$ cat config.mk
export PLATFORM = sky130hd
export DESIGN_NAME = imem_loader
export DESIGN_NICKNAME = d
export VERILOG_FILES = /design/src/rtl/imem_loader_pkg.sv /design/src/rtl/imem_loader_byte_packer.sv /design/src/rtl/imem_loader.sv
export SDC_FILE = /design/constraint.sdc
export NUM_CORES = 1
export LEC_CHECK = 0
export CORE_ASPECT_RATIO = 0.5
export CORE_MARGIN = 4
export CORE_UTILIZATION = 50
export DETAILED_ROUTE_END_ITERATION = 16
export DONT_BUFFER_PORTS = 1
export GPL_ROUTABILITY_DRIVEN = 0
export GPL_TIMING_DRIVEN = 1
export SLEW_MARGIN = 40
export SYNTH_ARGS = -nofsm -noshare
export SYNTH_HDL_FRONTEND = slang
export SYNTH_SLANG_ARGS = --single-unit
$ cat constraint.sdc
create_clock -name clk -period 5.3 [get_ports clk]
set_clock_uncertainty 0.1 [all_clocks]
set_input_delay 1.06 -clock clk [delete_from_list [all_inputs] [get_ports clk]]
set_output_delay 1.06 -clock clk [all_outputs]
set_load 0.01 [all_outputs]
$ cat src/rtl/imem_loader_pkg.sv
// Shared constants and state encoding for the boot-time IMEM loader.
// IMEM_DEPTH_DEF is also the default depth of the instruction memory itself.
package imem_loader_pkg;
  localparam int IMEM_DEPTH_DEF  = 1024;
  localparam int HDR_BYTES       = 4;
  localparam int BYTES_PER_WORD  = 4;

  typedef enum logic [2:0] {
    ST_HDR,
    ST_DATA,
    ST_FLUSH,
    ST_DONE,
    ST_ERR
  } ld_state_e;
endpackage

$ cat src/rtl/imem_loader_byte_packer.sv
// Little-endian 8-to-32 assembler. o_word already includes the byte being
// accepted this cycle, so the caller can act on a full word at that edge.
module imem_loader_byte_packer
  import imem_loader_pkg::*;
(
  input  logic        clk,
  input  logic        rst,
  input  logic        i_clr,
  input  logic        i_en,
  input  logic [7:0]  i_byte,
  output logic [31:0] o_word,
  output logic        o_word_full
);
  localparam int IDX_W = $clog2(BYTES_PER_WORD);

  logic [IDX_W-1:0] r_idx;
  logic [31:0]      r_word;
  logic [31:0]      w_word;

  always_comb begin
    w_word = r_word;
    w_word[{r_idx, 3'b000} +: 8] = i_byte;
  end

  assign o_word      = w_word;
  assign o_word_full = i_en && (r_idx == IDX_W'(BYTES_PER_WORD - 1));

  always_ff @(posedge clk or negedge rst) begin
    if (!rst) begin
      r_idx  <= '0;
      r_word <= '0;
    end else if (i_clr) begin
      r_idx  <= '0;
      r_word <= '0;
    end else if (i_en) begin
      r_word <= w_word;
      r_idx  <= r_idx + 1'b1;
    end
  end
endmodule

$ cat src/rtl/imem_loader.sv
// Boot loader: header word count, then N little-endian words written to IMEM
// at consecutive addresses; holds the core in reset until the image is in.
module imem_loader
  import imem_loader_pkg::*;
#(
  parameter int          DEPTH     = IMEM_DEPTH_DEF,
  parameter logic [31:0] BASE_ADDR = 32'h0000_0000
) (
  input  logic        clk,
  input  logic        rst,
  input  logic        rx_valid,
  input  logic [7:0]  rx_data,
  output logic        rx_ready,
  input  logic        start,
  output logic        we,
  output logic [31:0] waddr,
  output logic [31:0] wdata,
  output logic        cpu_rst,
  output logic        done,
  output logic        err
);
  localparam logic [31:0] DEPTH_W = 32'(DEPTH);

  ld_state_e   r_state;
  logic [31:0] r_n;
  logic [31:0] r_wcnt;
  logic        r_we;
  logic [31:0] r_waddr;
  logic [31:0] r_wdata;
  logic        r_cpu_rst;
  logic        r_done;
  logic        r_err;

  logic        w_accept;
  logic        w_reload;
  logic        w_full;
  logic        w_last;
  logic [31:0] w_word;

  assign rx_ready = (r_state == ST_HDR) || (r_state == ST_DATA);
  assign w_accept = rx_valid && rx_ready;
  assign w_reload = start && ((r_state == ST_DONE) || (r_state == ST_ERR));
  assign w_last   = (r_wcnt + 32'd1) == r_n;

  // Header and data bytes share one packer; the header is just a word.
  imem_loader_byte_packer u_packer (
    .clk         (clk),
    .rst         (rst),
    .i_clr       (w_reload),
    .i_en        (w_accept),
    .i_byte      (rx_data),
    .o_word      (w_word),
    .o_word_full (w_full)
  );

  always_ff @(posedge clk or negedge rst) begin
    if (!rst) begin
      r_state   <= ST_HDR;
      r_n       <= '0;
      r_wcnt    <= '0;
      r_we      <= 1'b0;
      r_waddr   <= BASE_ADDR;
      r_wdata   <= '0;
      r_cpu_rst <= 1'b0;
      r_done    <= 1'b0;
      r_err     <= 1'b0;
    end else begin
      r_we <= 1'b0;
      // Address steps after each pulse so waddr matches wdata during we.
      if (r_we) r_waddr <= r_waddr + 32'd4;
      case (r_state)
        ST_HDR: if (w_full) begin
          r_n <= w_word;
          if (w_word == 32'd0) begin
            r_state   <= ST_DONE;
            r_done    <= 1'b1;
            r_cpu_rst <= 1'b1;
          end else if (w_word > DEPTH_W) begin
            r_state <= ST_ERR;
            r_err   <= 1'b1;
          end else begin
            r_state <= ST_DATA;
          end
        end
        ST_DATA: if (w_full) begin
          r_we    <= 1'b1;
          r_wdata <= w_word;
          r_wcnt  <= r_wcnt + 32'd1;
          if (w_last) r_state <= ST_FLUSH;
        end
        ST_FLUSH: begin
          r_state   <= ST_DONE;
          r_done    <= 1'b1;
          r_cpu_rst <= 1'b1;
        end
        ST_DONE, ST_ERR: if (start) begin
          r_state   <= ST_HDR;
          r_done    <= 1'b0;
          r_err     <= 1'b0;
          r_cpu_rst <= 1'b0;
          r_n       <= '0;
          r_wcnt    <= '0;
          r_waddr   <= BASE_ADDR;
        end
        default: r_state <= ST_HDR;
      endcase
    end
  end

  assign we      = r_we;
  assign waddr   = r_waddr;
  assign wdata   = r_wdata;
  assign cpu_rst = r_cpu_rst;
  assign done    = r_done;
  assign err     = r_err;
endmodule

==> run metrics, run 1 <==
global-route wire length before repair=38,500 um; largest net degree at the start of global routing=167; total power=5.22 mW; register area share after synthesis=47.6%; via count=7,146; fmax=283 MHz; remaining global-route overflow=0; Pre-Repair DR Iteration Count=5; worst min path class=in -> async; Tot GR Track Use=24.8%; area grow syn2layout=8.09%; setup_tns=0 ns; clock root buffer=clkbuf_16; element type at the critical path end=flop; Seq cells post-synth=166; WP data arrival=3.74 ns; initial antenna violation count=0; Syn Std Cell Area=0.00873 sq mm; Worst path slowest cell=or4_4; clock slew at reported path FFs=0.08 ns; Finished Cell Area=0.00944 sq mm; routed length per instance=20.4 um; CTS Buf Count=17; H-Tree Depth=4; crit path kind=reg -> reg; Hold Buf Count CTS=0; P_leak=3.91 nW; nets=950; CP required=5.51 ns; most common flop cell mapped by yosys=dfrtp_1; placed cell area=0.00882 sq mm; Worst-Skew Late Latency=0.44 ns; io pins=81; most common cell after layout, fill and taps aside=dfrtp_1; worst-margin pin slew=0.772 ns; Max-Cap Viols=0; M1 GR Usage=36.0%; Final Setup Violations=0; Port Buf Inserts=0; CTS tree=built; vias in the first global route=6,790; leading cell types in the layout, fill and taps excluded=166 x dfrtp_1, 119 x nand2_1, 106 x o21ai_0, 65 x nor2_1, 63 x nand3_1; Worst slew margin=48.5%; pwr dens=553 mW/mm^2; Pins Over Slew Limit=0; Fillers=1,507; Setup Fix Bufs, Post-CTS=0; Post-Synthesis Cells=970; Max IR drop VDD=307 uV; CP peak stage delay=0.57 ns; post-cts resize count=0; Core ar.=0.0168 sq mm; status=completed; antenna cells=0; met2 Use GR=36.9%; Max Root-Sink Buffers=2; Post-synth ARST share=100%; final period utilization=66.6%; Post-DP HPWL=16,300 um; Synthesis Warnings=0; RSZ-0062 raised after global routing=false; Worst Hold Slack=0.206 ns; row cnt=33; Worst setup SP type=flop; Post-DRT Antenna Nets=0; M3 GR Usage=7.78%; gr busiest metal=met2; Tmin final=3.53 ns; count of cell types in the netlist=61; EDFF count, synth=0; DRT iter0 DRCs=534; via density per instance=6.10; Remaining DRCs=0; WL final=23,900 um; mean post-synth cell area=9.00 sq um; worst-path cell chain=inv_1 -> ha_1 -> and4b_1 -> a21oi_1 -> nand4_1 -> or4_4 -> nor3_1 -> a21oi_1 -> nor2_1 -> nor2_1; clk sink count=166; Hold Violations, Final=0; die height=101 um; Crit Path Max Fanout=11; die width=195 um; Initial Utilization=52.1%; Die ar.=0.0198 sq mm; share of cells above drive strength 1=6.25%
[routing by layer]
layer / up-vias / part of all wire [%] / wire [um]
met5: - / 0 / 0
met4: 0 / 1.0 / 239
met3: 22 / 8.2 / 1960
met2: 251 / 42 / 10100
met1: 3484 / 48 / 11500
li1: 3389 / - / -
[state kept, by name, summed over array words and instances, names as in the netlist]
name             flops
u_packer.r_word     32
done                 1
r_state              3
err                  1
r_n                 32
r_wcnt              32
waddr               30
wdata               32
u_packer.r_idx       2
we                   1
[Yosys cell counts, types with 3 or more instances]
library cell / n / share of area (%)
nand3_1: 64 / 3.7
and3_1: 8 / 0.57
or3_1: 9 / 0.64
a31oi_1: 11 / 0.79
nor4_1: 7 / 0.50
xor2_1: 30 / 3.0
o2111ai_1: 3 / 0.30
a22oi_1: 7 / 0.60
o41ai_1: 4 / 0.40
and4_1: 8 / 0.80
buf_2: 6 / 0.34
xnor2_1: 44 / 4.4
a21oi_1: 61 / 3.5
ha_1: 7 / 1.0
a311oi_1: 3 / 0.30
buf_1: 6 / 0.26
buf_4: 5 / 0.43
clkbuf_1: 48 / 2.1
o21a_1: 4 / 0.34
o21ai_0: 108 / 6.2
nand2_1: 120 / 5.2
inv_1: 11 / 0.47
mux2i_1: 5 / 0.57
and4b_1: 3 / 0.34
dfrtp_1: 166 / 48
nor2_1: 65 / 2.8
o31ai_1: 45 / 3.9
nor3_1: 19 / 1.1
and2_1: 10 / 0.72
or4_1: 3 / 0.26
nand4_1: 19 / 1.4
nor2b_1: 24 / 1.7
[power breakdown]
part           leakage [nW]  internal (mW)  total, mW  switching (mW)
Clock                 0.292          0.640       1.26           0.618
Combinational          1.35          0.671       1.75            1.08
Sequential             2.28           1.68       2.21           0.537
Total                  3.91           2.99       5.22            2.23
[area by class of cell]
cell class	count	area (sq um)	area share [%]
repair buffers	8	60.1	0.636
clock inverters	15	180	1.91
flip-flops and latches	166	4150	44.0
inverters	11	41.3	0.437
clock buffers	17	425	4.51
well taps	227	284	3.01
multi-input cells	727	4300	45.5
[logic make-up after synthesis]
logic type      count (synthesis)  synth area share, %
fa+ha+maj                       7                 1.00
simple gates                  379                 22.0
flops                         166                 47.6
other cells                     1               0.0429
buf+inv                        78                 3.75
mux                             5                0.573
compound gates                260                 17.6
xor+xnor                       74                 7.42
[final timing paths]
path                                                 startpoint                         endpoint  slack (ns)  cells past startpoint
worst max-delay path              u_packer.r_idx[0]$_DFFE_PN0P_                  err$_DFFE_PN0P_        1.77                     10
worst min-delay path                                        rst            r_wcnt[4]$_DFFE_PN0P_        0.21                      0
worst max register to register    u_packer.r_idx[0]$_DFFE_PN0P_                  err$_DFFE_PN0P_        1.77                     10
worst min register to register  u_packer.r_word[16]$_DFFE_PN0P_  u_packer.r_word[16]$_DFFE_PN0P_        0.40                      2
max in group asynchronous                                   rst   u_packer.r_word[1]$_DFFE_PN0P_        4.54                      0
min in group clk                u_packer.r_word[16]$_DFFE_PN0P_  u_packer.r_word[16]$_DFFE_PN0P_        0.40                      2
[worst max-delay path, delay by kind of cell (launching register included)]
family / cells / cell delay (ns)
adder cells (fa/ha/maj): 1 / 0.40
AND/OR/NAND/NOR: 6 / 1.66
flip-flops: 1 / 0.52
AO/OA/AOI/OAI: 2 / 0.59
buffers and inverters: 1 / 0.14
[metrics by stage]
step,std cells,util (%),worst slack (ns)
floorplan,971,-,2.25
global placement,1139,52.6,1.95
detailed placement,1139,52.6,1.82
CTS,1171,56.2,1.78
global route,1171,56.3,1.60
finish,1171,56.3,1.77
No activity file was read; power rests on OpenSTA's default activity.
==> run 2: changes to the inputs <==
--- a/config.mk
+++ b/config.mk
@@ -12,6 +12,7 @@
 export DONT_BUFFER_PORTS = 1
 export GPL_ROUTABILITY_DRIVEN = 0
 export GPL_TIMING_DRIVEN = 1
+export PLACE_DENSITY = 0.68
 export SLEW_MARGIN = 40
 export SYNTH_ARGS = -nofsm -noshare
 export SYNTH_HDL_FRONTEND = slang
==> constraint.sdc (replaced) <==
create_clock -name clk -period 3.1 [get_ports clk]
set_clock_uncertainty 0.1 [all_clocks]
set_input_delay 0.62 -clock clk [delete_from_list [all_inputs] [get_ports clk]]
set_output_delay 0.62 -clock clk [all_outputs]
set_load 0.01 [all_outputs]
==> run metrics, run 2 (same netlist as run 1, synthesis figures left out) <==
status=complete, but fails checks (was completed); failing checks=negative hold slack; Max-Cap Viols=0 (unchanged); CTS tree=built (unchanged); setup_tns=0 ns (unchanged); io pins=81 (unchanged); Max Root-Sink Buffers=2 (unchanged); row cnt=33 (unchanged); CP required=3.38 ns (was 5.51 ns); leading cell types in the layout, fill and taps excluded=165 x dfrtp_1, 120 x nand2_1, 106 x o21ai_0, 65 x nor2_1, 63 x nand3_1 (was 166 x dfrtp_1, 119 x nand2_1, 106 x o21ai_0, 65 x nor2_1, 63 x nand3_1); total power=9.24 mW (was 5.22 mW); Remaining DRCs=0 (unchanged); pwr dens=947 mW/mm^2 (was 553 mW/mm^2); fmax=335 MHz (was 283 MHz); Crit Path Max Fanout=8 (was 11); crit path kind=reg -> reg (unchanged); area grow syn2layout=11.7% (was 8.09%); Post-DRT Antenna Nets=0 (unchanged); clock slew at reported path FFs=0.08 ns (about the same); RSZ-0062 raised after global routing=false (unchanged); antenna cells=0 (unchanged); element type at the critical path end=flop (unchanged); Initial Utilization=52.1% (unchanged); Tot GR Track Use=24.1% (was 24.8%); DRT iter0 DRCs=667 (was 534); final period utilization=96.2% (was 66.6%); remaining global-route overflow=0 (unchanged); Die ar.=0.0198 sq mm (unchanged); Pins Over Slew Limit=0 (unchanged); via density per instance=6.06 (was 6.10); clk sink count=166 (unchanged); Worst setup SP type=flop (unchanged); Reg-to-Reg Start=u_packer.r_idx[1]$_DFFE_PN0P_ (was u_packer.r_idx[0]$_DFFE_PN0P_); largest net degree at the start of global routing=167 (unchanged); die width=195 um (unchanged); Max IR drop VDD=568 uV (was 307 uV); CTS Buf Count=17 (unchanged); P_leak=4.10 nW (was 3.91 nW); via count=7,336 (was 7,146); vias in the first global route=6,940 (was 6,790); Core ar.=0.0168 sq mm (unchanged); met2 Use GR=34.5% (was 36.9%); Worst-Skew Late Latency=0.45 ns (was 0.44 ns); nets=990 (was 950); die height=101 um (unchanged); Critical Path Start=u_packer.r_idx[1]$_DFFE_PN0P_ (was u_packer.r_idx[0]$_DFFE_PN0P_); clock root buffer=clkbuf_16 (unchanged); Gate power share=36.5% (was 33.5%); Worst slew margin=63.0% (was 48.5%); Post-DP HPWL=16,200 um (was 16,300 um); Fillers=1,443 (was 1,507); routed length per instance=19.2 um (was 20.4 um); initial antenna violation count=0 (unchanged); Hold Violations, Final=166 (was 0); Sw Share=42.1% (was 42.7%); M1 GR Usage=35.1% (was 36.0%); Port Buf Inserts=0 (unchanged); Worst Hold Slack=-0.224 ns (was 0.206 ns); most common cell after layout, fill and taps aside=dfrtp_1 (unchanged); Tmin final=2.98 ns (was 3.53 ns); sequential share of power=40.3% (was 42.4%); switching pwr=3.88 mW (was 2.23 mW); WL final=23,200 um (was 23,900 um); H-Tree Depth=4 (unchanged); Int Power=5.35 mW (was 2.99 mW); Clk pwr share=23.2% (was 24.1%); worst min path class=in -> async (unchanged); gr busiest metal=met1 (was met2); share of cells above drive strength 1=10.2% (was 6.25%); worst-margin pin slew=0.549 ns (was 0.772 ns); WP data arrival=3.27 ns (was 3.74 ns); Final Setup Violations=0 (unchanged); global-route wire length before repair=38,000 um (was 38,500 um); M3 GR Usage=8.18% (was 7.78%); Pre-Repair DR Iteration Count=5 (unchanged)
==> run 2: cell types whose count changed in the layout (fill, tap and decap cells not counted), moves of 2 or more <==
| cell | before | now |
|---|---|---|
| nor4_2 | 3 | 1 |
| clkinv_8 | 4 | 2 |
| nor3_2 | 0 | 2 |
| inv_6 | 1 | 4 |
| o21ai_2 | 2 | 0 |
| nor3_1 | 19 | 17 |
| buf_4 | 8 | 47 |
==> run 2: stage by stage <==
step	utilization (%)	hold slack (ns)	std cells	worst slack (ns)	cell area [sq um]
finish	58.2	-0.224	1211	0.116	9750
global route	58.2	-0.245	1211	0.0204	9750
CTS	57.8	-0.235	1209	0.0720	9690
detailed placement	54.3	0.233	1177	0.0787	9100
global placement	54.3	0.233	1177	0.188	9100
floorplan	-	0.224	971	0.104	8740
==> run 2: metal layers <==
metal | vias to the layer above | wire length (um)
met5 | - | 0
met3 | 39 | 2060
met2 | 275 | 9750
li1 | 3457 | -
met1 | 3565 | 11100
met4 | 0 | 336
==> run 2: final timing paths <==
kind                                                   end  slack (ns)  cells after the start
setup / recovery                    r_state[1]$_DFFE_PN0P_        0.12                      9
hold / removal                          waddr[5]$_DFF_PN0_       -0.22                      0
setup reg to reg                    r_state[1]$_DFFE_PN0P_        0.12                      9
hold reg to reg            u_packer.r_word[12]$_DFFE_PN0P_        0.40                      2
max in group asynchronous              r_n[21]$_DFFE_PN0P_        2.81                      0
min in group clk            u_packer.r_word[8]$_DFFE_PN0P_        0.25                      1
==> run 2: worst max-delay path, stage by stage (launching register included) <==
cell and delay [ns]:
dfrtp_1 0.39, inv_1 0.11, ha_1 0.38, and4bb_2 0.34
a21oi_1 0.24, o2111ai_1 0.16, or4_4 0.59, nor4_1 0.41
nor2_1 0.08, o2bb2ai_1 0.12
==> run 2: timing repair <==
| action | 4_1_cts | 5_1_grt |
|---|---|---|
| setup endpoints to repair | 0 | 5 |
| hold endpoints to repair | 166 | 166 |
| buffers inserted | 0 | 1 |
| resized for setup | 0 | 6 |
==> run 2: power groups by stage <==
stage,clock [mW],combinational [mW],sequential [mW]
3_5_place_dp,0,3.21,3.75
5_1_grt,2.27,3.74,3.82
2_1_floorplan,0,2.36,3.50
4_1_cts,2.17,3.23,3.71
6_report,2.14,3.37,3.72
3_3_place_gp,0,3.11,3.72
==> run 2: final cells by class <==
cell class / instances / area (sq um) / area share, %
flip-flops and latches: 166 / 4160 / 42.6
well taps: 227 / 284 / 2.91
repair buffers: 48 / 368 / 3.77
multi-input cells: 727 / 4310 / 44.2
clock inverters: 14 / 153 / 1.57
clock buffers: 18 / 439 / 4.50
inverters: 11 / 41.3 / 0.423
